$ cat config.mk
export PLATFORM = sky130hd
export DESIGN_NAME = alu_cmd_queue
export DESIGN_NICKNAME = d
export VERILOG_FILES = /design/src/rtl/alu_pkg.sv /design/src/rtl/alu_cmd_fifo.sv /design/src/rtl/alu_cmd_queue.sv
export SDC_FILE = /design/constraint.sdc
export NUM_CORES = 1
export LEC_CHECK = 0
export ABC_AREA = 1
export CAP_MARGIN = 30
export CORE_MARGIN = 8
export CORE_UTILIZATION = 49
export DETAILED_ROUTE_END_ITERATION = 7
export GPL_TIMING_DRIVEN = 0
export PLACE_DENSITY = 0.76
export SYNTH_ARGS = -nofsm -noshare
export SYNTH_HDL_FRONTEND = slang
export SYNTH_HIERARCHICAL = 1
export SYNTH_SLANG_ARGS = --single-unit
$ cat constraint.sdc
create_clock -name clk -period 2.93 [get_ports clk]
set_clock_uncertainty 0.1 [all_clocks]
set_input_delay 0.586 -clock clk [delete_from_list [all_inputs] [get_ports clk]]
set_output_delay 0.586 -clock clk [all_outputs]
set_load 0.005 [all_outputs]
$ cat src/rtl/alu_pkg.sv
// Shared types for the ALU command queue: opcode, queued command record and FSM state.
package alu_pkg;

  localparam int ALU_WIDTH = 16;

  typedef logic [2:0] alu_op_t;

  typedef struct packed {
    alu_op_t                op;
    logic [ALU_WIDTH-1:0]   a;
    logic [ALU_WIDTH-1:0]   b;
    logic                   cin;
  } alu_cmd_t;

  typedef enum logic [1:0] {
    IDLE  = 2'd0,
    DRIVE = 2'd1,
    RESP  = 2'd2
  } aq_state_t;

endpackage

$ cat src/rtl/alu_cmd_fifo.sv
// Circular command buffer of DEPTH alu_cmd_t entries; head entry is presented combinationally.
module alu_cmd_fifo
  import alu_pkg::*;
#(
  parameter int DEPTH = 4
) (
  input  logic                       clk,
  input  logic                       rst,
  input  logic                       push,
  input  alu_cmd_t                   wdata,
  input  logic                       pop,
  output alu_cmd_t                   rdata,
  output logic                       full,
  output logic                       empty,
  output logic [$clog2(DEPTH):0]     count
);

  localparam int AW = $clog2(DEPTH);

  alu_cmd_t        mem [DEPTH];
  logic [AW-1:0]   wr_ptr;
  logic [AW-1:0]   rd_ptr;
  logic            push_ok;
  logic            pop_ok;

  assign full    = (count == (AW+1)'(DEPTH));
  assign empty   = (count == '0);
  assign push_ok = push && !full;
  assign pop_ok  = pop && !empty;
  assign rdata   = mem[rd_ptr];

  // Pointers are exactly AW bits wide so they wrap without explicit compare.
  always_ff @(posedge clk) begin
    if (rst) begin
      wr_ptr <= '0;
      rd_ptr <= '0;
      count  <= '0;
    end else begin
      if (push_ok) wr_ptr <= wr_ptr + 1'b1;
      if (pop_ok)  rd_ptr <= rd_ptr + 1'b1;
      case ({push_ok, pop_ok})
        2'b10:   count <= count + 1'b1;
        2'b01:   count <= count - 1'b1;
        default: count <= count;
      endcase
    end
  end

  always_ff @(posedge clk) begin
    if (push_ok) mem[wr_ptr] <= wdata;
  end

endmodule

$ cat src/rtl/alu_cmd_queue.sv
// Buffers ALU commands, drives them one at a time onto a combinational ALU and registers the result.
// Optional saturating completion counters are enabled with ALU_CMD_QUEUE_STATS_EN.
module alu_cmd_queue
  import alu_pkg::*;
#(
  parameter int WIDTH         = 16,
  parameter int DEPTH         = 4,
  parameter int SETTLE_CYCLES = 2
) (
  input  logic                     clk,
  input  logic                     rst,
  input  logic                     cmd_valid,
  output logic                     cmd_ready,
  input  logic [2:0]               cmd_op,
  input  logic [WIDTH-1:0]         cmd_a,
  input  logic [WIDTH-1:0]         cmd_b,
  input  logic                     cmd_cin,
  output logic [2:0]               alu_op,
  output logic [WIDTH-1:0]         alu_a,
  output logic [WIDTH-1:0]         alu_b,
  output logic                     alu_cin,
  input  logic [WIDTH-1:0]         alu_w,
  input  logic                     alu_zer,
  input  logic                     alu_neg,
  output logic                     res_valid,
  input  logic                     res_ready,
  output logic [WIDTH-1:0]         res_w,
  output logic                     res_zer,
  output logic                     res_neg,
  output logic [2:0]               res_op,
`ifdef ALU_CMD_QUEUE_STATS_EN
  output logic [15:0]              stat_done,
  output logic [15:0]              stat_zero,
`endif
  output aq_state_t                dbg_state,
  output logic [$clog2(DEPTH):0]   dbg_count
);

  // Handshakes: a transfer happens on a rising edge where valid && ready; valid
  // holds its payload until that edge, and ready never depends on valid.

  localparam int SW = (SETTLE_CYCLES > 1) ? $clog2(SETTLE_CYCLES) : 1;
  localparam logic [SW-1:0] SETTLE_LAST = SW'(SETTLE_CYCLES - 1);

  aq_state_t   state_q, state_d;
  logic [SW-1:0] settle_q, settle_d;
  logic        pop;
  logic        res_load;
  logic        res_done;

  alu_cmd_t    push_cmd;
  alu_cmd_t    head_cmd;
  logic        fifo_full;
  logic        fifo_empty;

  always_comb begin
    push_cmd     = '0;
    push_cmd.op  = cmd_op;
    push_cmd.a   = cmd_a;
    push_cmd.b   = cmd_b;
    push_cmd.cin = cmd_cin;
  end

  // cmd_ready comes from the registered count, so a same-edge pop never gates a push.
  assign cmd_ready = !fifo_full;
  assign dbg_state = state_q;

  alu_cmd_fifo #(.DEPTH(DEPTH)) u_fifo (
    .clk   (clk),
    .rst   (rst),
    .push  (cmd_valid && cmd_ready),
    .wdata (push_cmd),
    .pop   (pop),
    .rdata (head_cmd),
    .full  (fifo_full),
    .empty (fifo_empty),
    .count (dbg_count)
  );

  always_ff @(posedge clk) begin
    if (rst) begin
      state_q  <= IDLE;
      settle_q <= '0;
    end else begin
      state_q  <= state_d;
      settle_q <= settle_d;
    end
  end

  always_comb begin
    state_d  = state_q;
    settle_d = settle_q;
    pop      = 1'b0;
    res_load = 1'b0;
    res_done = 1'b0;
    case (state_q)
      IDLE: begin
        if (!fifo_empty) begin
          pop      = 1'b1;
          settle_d = '0;
          state_d  = DRIVE;
        end
      end
      DRIVE: begin
        if (settle_q == SETTLE_LAST) begin
          res_load = 1'b1;
          state_d  = RESP;
        end else begin
          settle_d = settle_q + 1'b1;
        end
      end
      RESP: begin
        if (res_valid && res_ready) begin
          res_done = 1'b1;
          state_d  = IDLE;
        end
      end
      default: state_d = IDLE;
    endcase
  end

  // ALU inputs only move on a pop, keeping them steady through DRIVE and RESP.
  always_ff @(posedge clk) begin
    if (rst) begin
      alu_op  <= '0;
      alu_a   <= '0;
      alu_b   <= '0;
      alu_cin <= 1'b0;
    end else if (pop) begin
      alu_op  <= head_cmd.op;
      alu_a   <= head_cmd.a;
      alu_b   <= head_cmd.b;
      alu_cin <= head_cmd.cin;
    end
  end

  always_ff @(posedge clk) begin
    if (rst) begin
      res_valid <= 1'b0;
      res_w     <= '0;
      res_zer   <= 1'b0;
      res_neg   <= 1'b0;
      res_op    <= '0;
    end else if (res_load) begin
      res_valid <= 1'b1;
      res_w     <= alu_w;
      res_zer   <= alu_zer;
      res_neg   <= alu_neg;
      res_op    <= alu_op;
    end else if (res_done) begin
      res_valid <= 1'b0;
    end
  end

`ifdef ALU_CMD_QUEUE_STATS_EN
  always_ff @(posedge clk) begin
    if (rst) begin
      stat_done <= '0;
      stat_zero <= '0;
    end else if (res_done) begin
      if (stat_done != 16'hFFFF) stat_done <= stat_done + 1'b1;
      if (res_zer && (stat_zero != 16'hFFFF)) stat_zero <= stat_zero + 1'b1;
    end
  end
`endif

endmodule

After elaboration in Yosys (flattened, before gate mapping). Memories as Yosys holds them, arrays and structs flattened. A register that Yosys moved wholly into a read port is not among the register bits. Index checks and enable logic that the tools add are counted.

$add $sub $neg: 5. Reduce and logical (&&, ||, !) cells: 13. Equality and inequality tests: 8. Mux-type cells: 18.

Operators with widths (number): $mux 1 (12); $mux 2 (3); $ne 2x2->1 const B (3); $pmux 2 s3 (1); $pmux 3 s2 (1); $reduce_bool 2->1 (3); $add 2x1->2 const B (2); $eq 2x1->1 const B (2); $eq 2x2->1 const B (2); $logic_and 1x1->1 (4); $add 3x1->3 const B (1); $eq 3x3->1 const B (1); $logic_not 3->1 (1); $reduce_and 3->1 (1); $sub 3x1->3 const B (1); $logic_not 1->1 (2); $logic_not 2->1 (1); $pmux 1 s2 (1); $reduce_and 2->1 (1); $add 1x1->1 const B (1).

RAM bits: 144. Memories kept: 1. Bits of input ports: 58. Register bits after elaboration: 32. Logic and storage cells: 55.

Memories: u_fifo.mem (words 4, width 36, rd ports 1, clocked after Yosys merged registers in 1, write ports 1, RTL line alu_cmd_fifo.sv:20) `alu_cmd_t mem [DEPTH];`.

Longest topological paths before layout. Gate-level depths: netlist (run 1).

Word-level depth: 6. Gate-level depth with buffers: 17. Mapped depth without buffers: 17.

By module. The synthesis (run 1) kept the hierarchy.

By module, submodules not included: alu_cmd_fifo (area each 5864.4 um^2, cells an instance 418, sequential area each 4504.3 um^2, instances 1); alu_cmd_queue (area each 2573.7 um^2, cells an instance 356, sequential area each 1221.2 um^2, instances 1).

Worst setup path after synthesis (run 1). Ideal clock, no wire load.

Kind: register to register. Start: register u_fifo.count[1]. End: memory u_fifo/mem[0][0] (netlist name), enable pin. Data required time: 2.401 ns. Buffers on the path: 0. Clock period less this slack: 3.031 ns. Data arrival time: 2.502 ns. Path slack: -0.101 ns. Stages on the path, launching flop included: 7. Path through: dfxtp_1 inv_1 nand3_2 inv_1 nor2_1 nand2_1 nor2_1.

Cells in the longest elaborated chain, start to end: 6.

Ends and longest elaborated chain: from (decl) (RTL line alu_cmd_fifo.sv:15) `output logic [$clog2(DEPTH):0] count`; from (signal assigned) (RTL line alu_cmd_fifo.sv:42) `2'b10: count <= count + 1'b1;`; from (signal assigned) (RTL line alu_cmd_fifo.sv:43) `2'b01: count <= count - 1'b1;`; from (signal assigned) (RTL line alu_cmd_fifo.sv:44) `default: count <= count;`; $eq 3x3->1 (*) (RTL line alu_cmd_fifo.sv:26) `assign full = (count == (AW+1)'(DEPTH));`; net fifo_full (RTL line alu_cmd_queue.sv:53) `logic fifo_full;`; $logic_not 1->1 (*) (RTL line alu_cmd_fifo.sv:28, alu_cmd_queue.sv:65); $logic_and 1x1->1 (RTL line alu_cmd_queue.sv:71) `.push (cmd_valid && cmd_ready),`; $logic_and 1x1->1 (*) (RTL line alu_cmd_fifo.sv:28) `assign push_ok = push && !full;`; $mux 1 (*) (RTL line alu_cmd_fifo.sv:50) `if (push_ok) mem[wr_ptr] <= wdata;`; $mux 1 (not written as such) (*) (RTL line alu_cmd_fifo.sv:50); to (decl) (RTL line alu_cmd_fifo.sv:20).

Mark *: on every way through the listed nets, which the timed path passes. The rest lies on a longest branch.

Worst setup path in the final report (run 1).
Start: register u_fifo.count[1]. End: register u_fifo.count[2].

Cells in the longest elaborated chain, start to end: 6. Elaborated cells on any way between the ends: 15.

Ends and longest elaborated chain: $logic_not 3->1 (*) (RTL line alu_cmd_fifo.sv:27) `assign empty = (count == '0);`; net fifo_empty (RTL line alu_cmd_queue.sv:54) `logic fifo_empty;`; $mux 1 (*) (RTL line alu_cmd_queue.sv:98) `if (!fifo_empty) begin`; $mux 1 (*) (RTL line alu_cmd_queue.sv:96) `case (state_q)`; net pop (RTL line alu_cmd_queue.sv:47) `logic pop;`; $logic_and 1x1->1 (*) (RTL line alu_cmd_fifo.sv:29) `assign pop_ok = pop && !empty;`; net u_fifo.pop_ok (RTL line alu_cmd_fifo.sv:24) `logic pop_ok;`; $eq 2x1->1 / $eq 2x2->1 (equally long branches) (RTL line alu_cmd_fifo.sv:41) `case ({push_ok, pop_ok})`; $pmux 3 s2 / $reduce_bool 2->1 (equally long branches).

Marked as above. A chain may end at the register's enable or synchronous reset.

==> impl_metrics.yaml, run 1 <==
synth:
  yosys.area_share.simple_pct: 15.7
  synth_compound_area_share_pct: 9.79
  synth_cell_types: 25
  syn_nets: 838
  syn_avg_cell_area_um2: 10.9
  synth-seq-area-share_pct: 67.9
  synthAdderAreaFrac_pct: 0.979
  ys_ff_latch: 214
  yosysWarningCount: 6
  synthMuxAreaShare_pct: 0
  syn_area_mm2: 0.00844
  synthXorXnorAreaFrac_pct: 0
  syn_inst: 774
  synth_top_family_by_area: "simple AND/OR/NAND/NOR gates"
drt:
  antenna_left: 0
  vias: 6013
  drc_errors: 0
  vias_per_cell: 5.17
  routed_wl_um: 19600
  drt_iter0_markers: 403
  post_drt_wl_per_cell_um: 16.8
  first_pass_iters: 5
power_and_ir_drop:
  seq_power_share_pct: 39.7
  clkPwrFrac_pct: 25.8
  p_leak_nw: 4.06
  power.switching_w: 0.00335
  combinationalPowerShare_pct: 34.5
  swShare_pct: 32.8
  ir_worst_vdd_v: 0.000643
  cell_internal_pwr_w: 0.00686
  finalPower_w: 0.0102
  power.density_mw_per_mm2: 950
clock_network:
  ctsResizeCount: 0
  tritoncts: "yes"
  clk_latency_ns: 0.50
  post_cts_buffers: 0
  h-tree-depth: 1
  cts-root-buf: "clkbuf_16"
  clockBufferDepth: 3
  clk_pin_slew_ns: 0.06
  clock-sinks: 214
  hold_buffers: 0
  cts-buffers-inserted: 22
sta:
  setup_viol: 0
  maxClockFrequency_mhz: 385
  min_period_ns: 2.60
  layout_setup_ws_ns: 0.334
  finalCritPeriodShare_pct: 88.6
  final_hold_viol_count: 0
  finalSetupTns_ns: 0
  maxSlewHeadroom_pct: 55.1
  worst_pin_slew_ns: 0.671
  report.final.slew_viol_count: 0
  rsz0062_at_grt: "no"
worst_setup_path:
  end_kind: "flop"
  cp.required_ns: 3.23
  startpoint_type: "flop"
  critical_path_class: "flop to flop"
  cp.arrival_ns: 2.89
  path_max_fanout: 10
worst_hold_path:
  worstHoldPathType: "flop to flop"
job:
  maxCapViolCount: 0
layout:
  drive_gt1_share_pct: 8.84
  seqCellArea_mm2: 0.00573
  fin_nets: 987
  fillers: 1356
  antenna_cells: 0
  syn2layout_area_growth_pct: 27.4
  post-route-util_pct: 63.0
  multiInputGateArea_mm2: 0.00226
placed_design:
  gp_congestion: 0.763
  preCtsSetupSlack_ns: 0.00704
  hpwl_um: 13200
  portBuffers: 121
floorplanning:
  die_area_mm2: 0.0217
  rows: 48
  top_level_ports: 122
  die_w_um: 147
  initial_core_util_pct: 49.5
  die_h_um: 147
  coreArea_mm2: 0.0171
outcome:
  status: "finished clean"
grt:
  track_usage_pct: 17.6
  grt_start_max_net_pins: 25
  overflow: 0
  antenna_found_initial: 0
  grt_pass1_vias: 6004
  grt_first_pass_wirelength_um: 30700
through the flow:
stage	cell area [µm²]	hold WS, ns	instances
2_1_floorplan	8440	0.348	774
3_3_place_gp	9930	0.360	1120
3_5_place_dp	10100	0.366	1124
4_1_cts	10700	0.377	1164
5_1_grt	10700	0.401	1164
6_report	10700	0.376	1164
power groups by stage:
stage / clock, W / sequential, W / combinational, W
after floorplan: 0 / 0.00411 / 0.00213
after global placement: 0 / 0.00413 / 0.00338
after detailed placement: 0 / 0.00411 / 0.00354
after CTS: 0.00268 / 0.00405 / 0.00355
after global routing: 0.00281 / 0.00410 / 0.00390
final: 0.00264 / 0.00405 / 0.00352
synthesized netlist by cell type:
| master | count | area (µm²) |
|---|---|---|
| buf_2 | 20 | 100 |
| fa_1 | 1 | 20.0 |
| nand4_1 | 1 | 6.26 |
| o22ai_1 | 36 | 225 |
| dfxtp_1 | 70 | 1400 |
| o21ai_1 | 58 | 290 |
| nand3_1 | 6 | 30.0 |
| ha_1 | 5 | 62.6 |
| o21ai_0 | 16 | 80.1 |
| buf_4 | 6 | 45.0 |
| inv_4 | 1 | 6.26 |
| nor2_1 | 163 | 612 |
| nand3_4 | 1 | 17.5 |
| nand2_1 | 93 | 349 |
| clkbuf_1 | 3 | 11.3 |
| nand3_2 | 1 | 10.0 |
| inv_6 | 1 | 8.76 |
| buf_6 | 10 | 113 |
| buf_1 | 7 | 26.3 |
| inv_2 | 2 | 7.51 |
| inv_1 | 44 | 165 |
| a21oi_1 | 46 | 230 |
| nand3b_1 | 38 | 285 |
| nor2_4 | 1 | 11.3 |
| edfxtp_1 | 144 | 4320 |
cell type report:
type / count / area share, %
multi-input cells: 466 / 21.0
inverters: 48 / 1.75
clock buffers: 29 / 5.66
well taps: 225 / 2.62
plain buffers: 46 / 2.75
clock inverters: 11 / 0.768
repair buffers: 125 / 12.2
flip-flops and latches: 214 / 53.3
cells in the final DEF (no fill, tap or decap):
cell type / instances
nor2_1: 159
edfxtp_1: 144
clkdlybuf4s50_1: 121
nand2_1: 93
dfxtp_1: 70
o21ai_1: 58
a21oi_1: 46
inv_1: 44
nand3b_1: 38
o22ai_1: 36
clkbuf_16: 23
buf_2: 20
o21ai_0: 16
buf_6: 10
clkbuf_1: 8
buf_1: 7
buf_4: 6
nand3_1: 6
nor2_4: 5
clkinv_2: 5
ha_1: 5
clkinv_1: 3
inv_2: 2
buf_16: 2
buf_12: 2
nand3_4: 1
bufinv_16: 1
clkinv_4: 1
clkbuf_8: 1
clkinvlp_4: 1
nand3_2: 1
inv_6: 1
inv_4: 1
nand4_1: 1
fa_1: 1
per-layer routing:
metal | up-vias | GRT usage, % | wire length, µm
met5 | - | 0 | 0
met1 | 2760 | 21.9 | 8330
li1 | 2954 | - | -
met3 | 44 | 3.60 | 1530
met4 | 0 | 6.78 | 503
met2 | 255 | 29.5 | 9250
final timing paths:
| check | startpoint | endpoint | slack (ns) | cells after the start |
|---|---|---|---|---|
| max | u_fifo/count[1] | u_fifo/count[2] | 0.33 | 17 |
| min | alu_a[14] | alu_a[14] | 0.38 | 2 |
| max reg2reg | u_fifo/count[1] | u_fifo/count[2] | 0.33 | 17 |
| min reg2reg | alu_a[14] | alu_a[14] | 0.38 | 2 |
kinds of logic (layout without fill, tap and decap cells):
| family | Yosys count | count (layout) |
|---|---|---|
| simple gates | 304 | 304 |
| compound gates | 156 | 156 |
| fa+ha+maj | 6 | 6 |
| flops | 214 | 214 |
| buf+inv | 94 | 259 |
registers in the layout, indices dropped and copies added, names as in the netlist, named ones only:
signal,count
res_w,16
alu_a,16
u_fifo/rd_ptr,2
alu_cin,1
u_fifo/wr_ptr,2
res_valid,1
res_zer,1
res_neg,1
dbg_state,2
alu_op,3
alu_b,16
settle_q,1
u_fifo/mem,144
res_op,3
u_fifo/count,3
worst max-delay path, cell delays in order, from the launching register on:
cell	delay (ns)
dfxtp_1	0.35
inv_1	0.10
nand3_1	0.19
inv_1	0.09
inv_2	0.21
nand2_1	0.18
inv_1	0.14
inv_1	0.05
nor2_1	0.13
ha_1	0.18
inv_1	0.07
fa_1	0.38
inv_1	0.07
nand2_1	0.06
nand3_1	0.07
nand2_1	0.05
inv_1	0.04
nor2_1	0.03
Note: power is estimated with default switching activity, not from simulation.
==> inputs of run 2 (changes only) <==
PLACE_DENSITY = 0.75   (was 0.76)
SYNTH_HIERARCHICAL = not set   (was 1)
==> run 2 against run 1 <==
  * Fmax grew 13%
  * Sequential cell count fell by 2
  * Via count is 7.5% higher
  * Sequential power is 5.4% lower
  * First-iteration DRC count grew 23%
  * Sequential share of layout area down 2.3 points
  * Register-to-register slack improved by 0.36 ns
  * Count of clock-buffer cells in the layout up 2
  * Total power decreased by 4.8%
==> impl_metrics.yaml, run 2 <==
floorplanning:
  top_level_ports: 122
  die_w_um: 150
  rows: 49
  initial_core_util_pct: 49.5
  die_h_um: 150
  coreArea_mm2: 0.0178
  die_area_mm2: 0.0226
clock_network:
  cts-root-buf: "clkbuf_16"
  clk_latency_ns: 0.50
  h-tree-depth: 1
  tritoncts: "yes"
  clockBufferDepth: 3
  clk_pin_slew_ns: 0.06
  ctsResizeCount: 0
  hold_buffers: 0
  clock-sinks: 212
  post_cts_buffers: 0
  cts-buffers-inserted: 22
synth:
  synthFlopType: "edfxtp_1"
  synthTopCellsByCount: "nand2_1 (289), inv_1 (197), edfxtp_1 (144), nand3_1 (99), nor2_1 (85)"
  synth_cell_types: 19
  yosysWarningCount: 0
  async_reset_ff_share_pct: 0
  ys_ff_latch: 212
  yosysTopAreaCellShare_pct: 49.0
  syn_avg_cell_area_um2: 9.12
  synth-edff-count: 144
  yosysTopAreaCell: "edfxtp_1"
  syn_nets: 1032
  synth_area_leaders: "edfxtp_1 (49%), dfxtp_1 (15%), nand2_1 (12%)"
  synth-seq-area-share_pct: 64.4
  syn_area_mm2: 0.00883
  post-synth-top-count-cell: "nand2_1"
  syn_inst: 968
grt:
  grt_start_max_net_pins: 26
  track_usage_pct: 17.8
  grt_first_pass_wirelength_um: 31700
  overflow: 0
  antenna_found_initial: 0
  grt_pass1_vias: 6203
sta:
  worst_pin_slew_ns: 0.589
  min_period_ns: 2.30
  final_hold_viol_count: 0
  maxClockFrequency_mhz: 435
  finalCritPeriodShare_pct: 78.4
  rsz0062_at_grt: "no"
  finalSetupTns_ns: 0
  setup_viol: 0
  report.final.slew_viol_count: 0
  maxSlewHeadroom_pct: 60.6
power_and_ir_drop:
  swShare_pct: 32.6
  cell_internal_pwr_w: 0.00655
  power.switching_w: 0.00316
  power.density_mw_per_mm2: 871
  p_leak_nw: 4.91
  ir_worst_vdd_v: 0.000491
  clkPwrFrac_pct: 28.1
  seq_power_share_pct: 39.4
  combinationalPowerShare_pct: 32.5
worst_setup_path:
  cp.arrival_ns: 1.61
  end_kind: "primary output"
  startpoint_type: "flop"
  critical_path_class: "flop to primary output"
  crit_chain: "nor2_1 -> nand2_1 -> clkdlybuf4s50_1"
  path_max_fanout: 5
  cp.required_ns: 2.24
  worst_path_largest_cell_delay_ns: 0.52
  crit_slowest_cell: "clkdlybuf4s50_1"
drt:
  post_drt_wl_per_cell_um: 14.8
  antenna_left: 0
  drc_errors: 0
  vias: 6466
  routed_wl_um: 20200
  first_pass_iters: 4
  vias_per_cell: 4.74
  drt_iter0_markers: 496
outcome:
  status: "finished clean"
job:
  maxCapViolCount: 0
layout:
  final_common_cell: "nand2_1"
  syn2layout_area_growth_pct: 26.4
  final_cell_mix: "nand2_1 (289), inv_1 (197), edfxtp_1 (144)"
  final_cell_count_no_fill: 1363
  top_register: "u_fifo.mem"
  post-route-util_pct: 62.6
  drive_gt1_share_pct: 6.71
  fin_nets: 1181
  largest_reg_flops: 144
worst_hold_path:
  worstHoldPathType: "flop to flop"
placed_design:
  portBuffers: 121
  gp_congestion: 0.716
  dp.cells: 1322
  hpwl_um: 13200
## run 2: path summary, 6_finish.rpt
path / startpoint / endpoint / slack (ns) / cells past startpoint
worst max register to register: u_fifo.count[0] / u_fifo.count[2] / 0.69 / 12
worst min-delay path: res_w[1] / res_w[1] / 0.36 / 2
worst max-delay path: u_fifo.count[0] / cmd_ready / 0.63 / 3
worst min register to register: res_w[1] / res_w[1] / 0.36 / 2
## run 2: kinds of logic (layout without fill, tap and decap cells)
logic type	count (synthesis)	count (layout)	synth area share [%]
and+or+nand+nor	476	476	21.7
buffers and inverters	242	407	11.1
DFF	212	212	64.4
AOI/OAI and AO/OA	32	32	1.90
adders and majority gates	6	6	0.935
other	0	1	0
## run 2: power groups by stage
| stage | clock (W) | sequential (W) | combinational, W |
|---|---|---|---|
| global route | 0.00289 | 0.00388 | 0.00355 |
| CTS | 0.00278 | 0.00383 | 0.00319 |
| global placement | 0 | 0.00390 | 0.00308 |
| detailed placement | 0 | 0.00389 | 0.00317 |
| finish | 0.00273 | 0.00383 | 0.00316 |
| floorplan | 0 | 0.00388 | 0.00190 |
## run 2: layer usage
metal / track usage, % / share of wire, % / vias up
li1: - / - / 3271
met3: 3.58 / 7.8 / 32
met2: 30.7 / 47 / 240
met1: 22.3 / 43 / 2923
met5: 0 / 0 / -
met4: 4.90 / 1.9 / 0
## run 2: area by class of cell
class,count,area (µm²)
Multi-Input combinational cell,514,2200
Sequential cell,212,5690
Tap cell,229,287
Timing Repair Buffer,125,1290
Antenna cell,1,2.50
Clock buffer,31,626
Buffer,44,234
Clock inverter,9,92.6
Fill cell,1472,6680
Inverter,198,743
## run 2: worst max-delay path: cells and delay by family (launching register included)
family	cells	cell delay, ns
buffers and inverters	1	0.52
DFF	1	0.38
and+or+nand+nor	2	0.22
## run 2: metrics by stage
| step | hold slack, ns | worst slack (ns) | power (W) | instance area, µm² |
|---|---|---|---|---|
| floorplan | 0.356 | 0.145 | 0.00579 | 8830 |
| global placement | 0.348 | -1.70 | 0.00697 | 10300 |
| detailed placement | 0.352 | 0.244 | 0.00706 | 10400 |
| CTS | 0.361 | 0.606 | 0.00980 | 11200 |
| global route | 0.380 | 0.446 | 0.0103 | 11200 |
| finish | 0.359 | 0.632 | 0.00972 | 11200 |
==> inputs of run 3 (changes only) <==
clock period = 1.85 ns   (was 2.93 ns; I/O delays follow)
==> run 3 against run 2 <==
  * Sequential power up 59%
  * Die area did not move
  * Final cell count is 0.73% higher
  * Register-to-register slack got worse by 0.65 ns
  * Via count up 0.36%
  * Combinational power increased by 66%
  * Hold slack about the same
==> impl_metrics.yaml, run 3 (same netlist as run 2, synthesis figures left out) <==
outcome:
  status: "finished clean"
placed_design:
  placed_area_mm2: 0.0105
  preCtsSetupSlack_ns: -0.495
  portBuffers: 121
  hpwl_um: 13500
  gp_congestion: 0.782
drt:
  drc_errors: 0
  post_drt_wl_per_cell_um: 15.2
  vias_per_cell: 4.73
  antenna_left: 0
  routed_wl_um: 20900
  vias: 6489
  first_pass_iters: 5
  drt_iter0_markers: 431
clock_network:
  clk_latency_ns: 0.50
  clock-sinks: 212
  clk_pin_slew_ns: 0.06
  hold_buffers: 0
  tritoncts: "yes"
  cts-buffers-inserted: 23
  cts-root-buf: "clkbuf_16"
  clockBufferDepth: 3
  h-tree-depth: 1
grt:
  antenna_found_initial: 2
  grt_first_pass_wirelength_um: 32200
  grt_start_max_net_pins: 21
  overflow: 0
  grt_pass1_vias: 6318
  track_usage_pct: 18.3
  met2_usage_pct: 32.0
  met1_usage_pct: 22.3
  busiest_layer: "met2"
  grtUsageMet3_pct: 4.15
sta:
  final_hold_viol_count: 0
  finalSetupTns_ns: 0
  worst_pin_slew_ns: 0.666
  min_period_ns: 1.81
  report.final.slew_viol_count: 0
  layout_setup_ws_ns: 0.0371
  finalCritPeriodShare_pct: 98.0
  rsz0062_at_grt: "yes"
  maxSlewHeadroom_pct: 55.6
  setup_viol: 0
  maxClockFrequency_mhz: 552
layout:
  fin_nets: 1192
  final_cell_mix: "nand2_1 (286), inv_1 (195), edfxtp_1 (144)"
  final_common_cell: "nand2_1"
  drive_gt1_share_pct: 9.35
  syn2layout_area_growth_pct: 29.4
  largest_reg_flops: 144
  post-route-util_pct: 64.1
  final_area_mm2: 0.0114
  antenna_cells: 0
  top_register: "u_fifo.mem"
worst_setup_path:
  crit_slowest_cell: "clkdlybuf4s50_1"
  cp_top_family: "buffers and inverters"
  end_kind: "primary output"
  worst_path_largest_cell_delay_ns: 0.51
  critical_path_class: "flop to primary output"
  startpoint_type: "flop"
  cp.required_ns: 1.38
  crit_chain: "clkdlybuf4s50_1"
  cp.arrival_ns: 1.34
  crit_buf_inv: 1
  path_max_fanout: 2
floorplanning:
  die_h_um: 150
  coreArea_mm2: 0.0178
  initial_core_util_pct: 49.5
  top_level_ports: 122
  die_area_mm2: 0.0226
  die_w_um: 150
  rows: 49
power_and_ir_drop:
  ir_worst_vdd_v: 0.00119
  power.density_mw_per_mm2: 1370
  finalPower_w: 0.0156
  p_leak_nw: 5.35
worst_hold_path:
  worstHoldPathType: "input pin to flop"
job:
  maxCapViolCount: 0
==> run 3: cell count changes in the layout (fill, tap and decap cells not counted), moves of 3 or more <==
cell | previous run | this run
clkdlybuf4s50_1 | 121 | 90
dlymetal6s2s_1 | 0 | 18
dlygate4sd2_1 | 0 | 12
dfxtp_1 | 68 | 58
buf_4 | 0 | 6
dfxtp_2 | 0 | 5
dfxtp_4 | 0 | 5
buf_16 | 0 | 4
nand2_1 | 289 | 286
==> run 3: worst paths after layout <==
kind,from,endpoint,slack (ns),depth (start not counted)
worst max register to register,u_fifo.count[1],u_fifo.count[2],0.04,13
worst min-delay path,alu_w[4],res_w[4],0.36,3
worst min register to register,res_neg,res_neg,0.36,2
worst max-delay path,alu_b[3],alu_b[3],0.04,1
==> run 3: final cells by class <==
class,instances,area (µm²)
inverter,198,746
timing repair buffer,135,1480
tap,229,287
clock inverter,10,71.3
multi-input combinational,514,2260
sequential,212,5710
clock buffer,31,636
buffer,44,238
fill,1439,6410
==> run 3: power breakdown <==
group	internal, W	total, W	switching, W
Sequential	0.00579	0.00610	0.000315
Clock	0.00253	0.00428	0.00174
Combinational	0.00209	0.00524	0.00316
Total	0.0104	0.0156	0.00521
==> run 3: worst register-to-register path, cell delays in order, from the launching register on <==
cell	delay (ns)
dfxtp_4	0.36
nor2_4	0.05
nand2_2	0.09
nand2_4	0.06
buf_8	0.12
inv_4	0.06
ha_4	0.14
inv_2	0.04
fa_2	0.33
nand2_1	0.09
nand3_2	0.07
nand2_1	0.06
nand2_1	0.04
nor2_1	0.11
==> run 3: per-stage QoR <==
step / cells / hold WS, ns
after floorplan: 968 / 0.349
after CTS: 1368 / 0.341
after detailed placement: 1322 / 0.353
final: 1373 / 0.359
after global routing: 1373 / 0.346
after global placement: 1318 / 0.348
==> run 3: timing repair <==
action | CTS | global route
buffers inserted | 5 | 5
pin swaps | 6 | 7
gates resized for setup | 34 | 22
endpoints found under the setup margin | 92 | 41
==> run 3: metal layers <==
metal	share of wire (%)	vias to the layer above
li1	-	3296
met1	42	2967
met2	49	194
met3	7.2	28
met4	2.0	4
met5	0.096	-
